**src/rtl/inst_mem_server.sv**
```systemverilog
// Instruction-memory responder: word-organised program store with a load port and a
// request/response fetch handshake that inserts WAIT_CYCLES wait states per fetch.
module inst_mem_server #(
   parameter int DEPTH_LOG2  = 6,
   parameter int WAIT_CYCLES = 2
) (
   input  logic                  Clock,
   input  logic                  Reset,
   input  logic                  Req,
   input  logic [31:0]           Addr,
   output logic                  Ready,
   output logic                  Rsp_Valid,
   output logic [31:0]           Inst,
   output logic                  Err,
   input  logic                  Load_En,
   input  logic [DEPTH_LOG2-1:0] Load_Addr,
   input  logic [31:0]           Load_Data
);

   localparam int         DEPTH     = 1 << DEPTH_LOG2;
   localparam logic [3:0] WAIT_INIT = 4'(WAIT_CYCLES);

   typedef enum logic [1:0] {
      ST_IDLE = 2'd0,
      ST_WAIT = 2'd1,
      ST_RESP = 2'd2
   } state_t;

   logic [31:0]           mem_q [DEPTH];
   state_t                state_q, state_d;
   logic [3:0]            cnt_q, cnt_d;
   logic [31:0]           rd_data_q, rd_data_d;
   logic                  rd_err_q, rd_err_d;
   logic                  ready_q, ready_d;
   logic                  rsp_valid_q, rsp_valid_d;
   logic [31:0]           inst_q, inst_d;
   logic                  err_q, err_d;

   logic                  accept_s;
   logic                  addr_err_s;
   logic [DEPTH_LOG2-1:0] word_idx_s;
   logic [31:0]           word_s;

   // Address decode and store read; the read sees pre-edge contents (read-before-write)
   always_comb begin
      accept_s   = Req & ready_q;
      addr_err_s = (Addr[1:0] != 2'b00) | (|Addr[31:DEPTH_LOG2+2]);
      word_idx_s = Addr[DEPTH_LOG2+1:2];
      if (addr_err_s) begin
         word_s = 32'h0000_0000;
      end else begin
         word_s = mem_q[word_idx_s];
      end
   end

   // Program-load port; contents deliberately survive Reset
   always_ff @(posedge Clock) begin
      if (Load_En && !Reset) begin
         mem_q[Load_Addr] <= Load_Data;
      end
   end

   // Fetch FSM next-state and response data selection
   always_comb begin
      state_d   = state_q;
      cnt_d     = cnt_q;
      rd_data_d = rd_data_q;
      rd_err_d  = rd_err_q;
      inst_d    = inst_q;
      err_d     = err_q;
      case (state_q)
         ST_IDLE, ST_RESP: begin
            if (accept_s) begin
               rd_data_d = word_s;
               rd_err_d  = addr_err_s;
               if (WAIT_INIT == 4'd0) begin
                  // No wait states: the response is presented straight from this read
                  state_d = ST_RESP;
                  inst_d  = word_s;
                  err_d   = addr_err_s;
               end else begin
                  state_d = ST_WAIT;
                  cnt_d   = WAIT_INIT;
               end
            end else begin
               state_d = ST_IDLE;
            end
         end
         ST_WAIT: begin
            cnt_d = cnt_q - 4'd1;
            if (cnt_q <= 4'd1) begin
               state_d = ST_RESP;
               inst_d  = rd_data_q;
               err_d   = rd_err_q;
            end else begin
               state_d = ST_WAIT;
            end
         end
         default: begin
            state_d = ST_IDLE;
            cnt_d   = 4'd0;
         end
      endcase
      ready_d     = (state_d != ST_WAIT);
      rsp_valid_d = (state_d == ST_RESP);
   end

   // State and registered output update with synchronous reset
   always_ff @(posedge Clock) begin
      if (Reset) begin
         state_q     <= ST_IDLE;
         cnt_q       <= 4'd0;
         rd_data_q   <= 32'h0000_0000;
         rd_err_q    <= 1'b0;
         ready_q     <= 1'b0;
         rsp_valid_q <= 1'b0;
         inst_q      <= 32'h0000_0000;
         err_q       <= 1'b0;
      end else begin
         state_q     <= state_d;
         cnt_q       <= cnt_d;
         rd_data_q   <= rd_data_d;
         rd_err_q    <= rd_err_d;
         ready_q     <= ready_d;
         rsp_valid_q <= rsp_valid_d;
         inst_q      <= inst_d;
         err_q       <= err_d;
      end
   end

   assign Ready     = ready_q;
   assign Rsp_Valid = rsp_valid_q;
   assign Inst      = inst_q;
   assign Err       = err_q;

endmodule

```
**config.mk**
```make
export PLATFORM = sky130hd
export DESIGN_NAME = inst_mem_server
export DESIGN_NICKNAME = d
export VERILOG_FILES = /design/src/rtl/inst_mem_server.sv
export SDC_FILE = /design/constraint.sdc
export NUM_CORES = 2
export LEC_CHECK = 0
export CAP_MARGIN = 10
export CORE_MARGIN = 2
export CORE_UTILIZATION = 35
export DETAILED_ROUTE_END_ITERATION = 8
export GPL_ROUTABILITY_DRIVEN = 0
export HOLD_SLACK_MARGIN = 0.05
export PLACE_DENSITY = 0.5
export SYNTH_ARGS = -nofsm -noshare
export SYNTH_HDL_FRONTEND = slang
export SYNTH_SLANG_ARGS = --single-unit
```
**constraint.sdc**
```tcl
create_clock -name Clock -period 8 [get_ports Clock]
set_clock_uncertainty 0.2 [all_clocks]
set_input_delay 0.8 -clock Clock [delete_from_list [all_inputs] [get_ports Clock]]
set_output_delay 0.8 -clock Clock [all_outputs]
set_load 0.05 [all_outputs]
```
==> reports/results.tsv <==
metric	value	unit
crit path cell chain	buf_8, buf_4, nand2b_1, o22ai_1, a221oi_1, o211ai_1, a221oi_1, a32o_1	
cell mode on critical path	a221oi_1	
clk slew on worst S/H paths	0.06	ns
# DRC	0	
max-slew violations	0	
Synth async-reset ratio	0	
via count	40682	
drt first pass iters	6	
DP Wirelength	146000	um
MaxCap Viol Count	0	
Fill cells	20184	
antenna-violating nets left	0	
core area	230600	um2
cts repair resizes	0	
CTS sink count	2122	
pre-CTS setup slack	2.747	ns
crit path launch type	input port	
HP Class	in -> reg	
GR Util All Layers	0.2088	
kind of critical path	in -> reg	
first-pass GRT wire length	342400	um
Mapped Area	81300	um2
post-synthesis sequential area ratio	0.7747	
post-CTS setup buffer count	0	
Sw Share	0.2162	
chip height	486.0	um
pwr dens	250.5	nW/um2
vias in the first global route	40979	
net load switching power	0.005074	W
Final Setup Violations	0	
IO Pins	109	
Worst Hold Depth	1	
highest clock rate	224.2	MHz
slowest CP cell	a221oi_1	
layout cell share with drive strength beyond 1	0.2518	
Max-slew headroom	0.05772	
Area Growth Syn to Fin	15.19	%
Synth cell types	60	
total number of yosys warnings	0	
clock tree buffer depth	3	
die width	486.0	um
clock latency on the worst-skew pair	0.85	ns
cts hold-fix bufs	0	
CP arrival	5.06	ns
Seq pwr share	0.521	
Hold Path Origin	Load_Data[29]	
wirelength, routed	248700	um
Max Fanout on Critical Path	53	
Post-synth EDFFs	2048	
P_int	0.01839	W
Routed WL per cell	34.31	um
Worst setup EP type	register	
initial DRC count	4901	
fin crit period	4.460	ns
initial antenna violation count	16	
P_leak	28.97	nW
setup TNS	0	ns
Crit. Startpoint	Addr[4]	
Synth top area share	0.7564	
clock share of power	0.431	
fin crit share	0.5575	
Inserted Clock Buffers	217	
Cells after Synth	3749	
cell taking the most area after synthesis	edfxtp_1	
R2R cell count	7	
Critical Path RT	8.60	ns
Syn Nets	3825	
full die area	236200	um2
syn avg cell area	21.69	um2
Worst Setup Slack, final	3.540	ns
fin util	0.4062	
VDD IR max	0.2507	mV
Hold Vio Cnt, Final	0	
Reg-to-Reg Start	state_q[0]	
Layout Nets	4107	
Initial Util	0.3526	
Synth Flop Type	edfxtp_1	
Logic pwr share	0.047	
status	complete, no violations	
Yosys reg bits	2122	
largest net degree at the start of global routing	82	
RSZ-0062 raised after global routing	no	
htree depth	4	
CP max stage delay	1.10	ns
IO buf count	108	
GRT overflow	0	
Worst-Margin Slew	1.413	ns
Root Driver	clkbuf_16	
CTS tree	done	
largest cells by area after synthesis	edfxtp_1 (76%), mux4_2 (12%), dfxtp_1 (1.8%), mux2i_1 (1.5%), mux4_1 (0.94%)	
FP Rows	176	
post-DR vias/cell	5.614	
routing by layer:
metal,vias up,track usage,part of all wire
li1,16413,-,-
met1,22318,0.2945,0.43
met2,1621,0.3368,0.48
met3,322,0.03200,0.067
met4,8,0.05856,0.027
met5,-,0,0.00019
kinds of logic after synthesis:
kind of cell             Yosys count  synth area share
flip-flops                      2122            0.7747
multiplexers                     629            0.1529
AND/OR/NAND/NOR                  447           0.02544
AO/OA/AOI/OAI                    343           0.02969
buffers and inverters            206           0.01702
adder cells (fa/ha/maj)            2         0.0003077
cells in the mapped netlist, types with 4 or more instances:
master and instances:
a2111oi_0 10, a211oi_1 21, a21oi_1 78, a221oi_1 16
a22o_1 6, a22oi_1 61, a31oi_1 5, a32o_1 16
and2_1 22, and3_1 5, buf_1 7, buf_12 9
buf_2 62, buf_4 34, buf_6 30, clkbuf_1 53
dfxtp_1 74, edfxtp_1 2048, inv_1 7, mux2_2 25
mux2i_1 125, mux4_1 29, mux4_2 450, nand2_1 146
nand2b_1 16, nand3_1 33, nand3b_1 9, nand4_1 8
nor2_1 131, nor2b_1 20, nor3_1 24, nor4_1 14
o211ai_1 12, o21ai_0 18, o221ai_1 8, o22ai_1 52
o31ai_1 6, o32a_1 5, o32ai_1 7, o41ai_1 4
or3_1 6
through the flow:
stage          cell area (um2)  cells  power (W)  hold slack, ns
2_1_floorplan            81300   3749    0.01305          0.2154
3_3_place_gp             86370   6829    0.01358          0.2327
3_5_place_dp             86390   6830    0.01359          0.2304
4_1_cts                  93480   7236    0.02366          0.1334
5_1_grt                  93640   7245    0.02410          0.1308
6_report                 93650   7247    0.02346          0.1433
cell type report:
| type | count | area, um2 | share of cell area |
|---|---|---|---|
| sequential | 2122 | 62980 | 0.6725 |
| multi-input combinational | 1421 | 17470 | 0.1866 |
| clock buffer | 288 | 5942 | 0.06345 |
| tap | 3026 | 3786 | 0.04043 |
| timing repair buffer | 261 | 2286 | 0.02441 |
| clock inverter | 118 | 1147 | 0.01225 |
| inverter | 8 | 30.03 | 0.0003206 |
| antenna | 3 | 7.507 | 0.00008016 |
placed cells by master, fill, tap and decap left out, types with 12 or more instances in the layout:
master           Yosys  final
a21oi_1             78     78
mux4_1              29     29
clkbuf_16            0    221
clkbuf_8             0     16
o211ai_1            12     12
a32o_1              16     16
nand3_1             33     33
o22ai_1             52     52
nand2b_1            16     16
bufinv_16            0     18
buf_4               34    137
clkinv_2             0     37
and2_1              22     22
dfxtp_1             74     74
clkbuf_1            53     51
a22oi_1             61     61
mux2_2              25     25
o21ai_0             18     18
nor4_1              14     13
clkinv_1             1     46
nor3_1              24     23
buf_2               62     34
a221oi_1            16     16
nor2_1             131     63
mux2i_1            125    125
edfxtp_1          2048   2048
buf_12               9     17
nand2_1            146    145
nor2b_1             20     17
nor2_4               0     65
clkdlybuf4s50_1      0     69
a211oi_1            21     21
mux4_2             450    450
power by group through the flow:
stage / combinational [W] / clock (W) / sequential, W
finish: 0.00111 / 0.0101 / 0.0122
detailed placement: 0.00112 / 0 / 0.0125
CTS: 0.00112 / 0.0103 / 0.0122
global placement: 0.00111 / 0 / 0.0125
floorplan: 0.000585 / 0 / 0.0125
global route: 0.00117 / 0.0107 / 0.0122
path summary, 6_finish.rpt:
kind                   endpoint  slack (ns)
setup / recovery  rd_data_q[10]        3.54
setup reg to reg  rd_data_q[10]        4.33
hold / removal     mem_q[9][29]        0.14
hold reg to reg    rd_data_q[7]        0.24
sequential cells by signal, summed over array words and instances (netlist names):
name,cells
mem_q,2048
rd_data_q,32
Err,1
Inst,32
rd_err_q,1
state_q,2
Ready,1
Rsp_Valid,1
cnt_q,4
worst max-delay path: cells and delay by family:
kind            cells  cell delay, ns
compound gates      5            2.23
buf+inv             2            1.12
simple gates        1            0.72
Power figures use the tool's default switching activity.
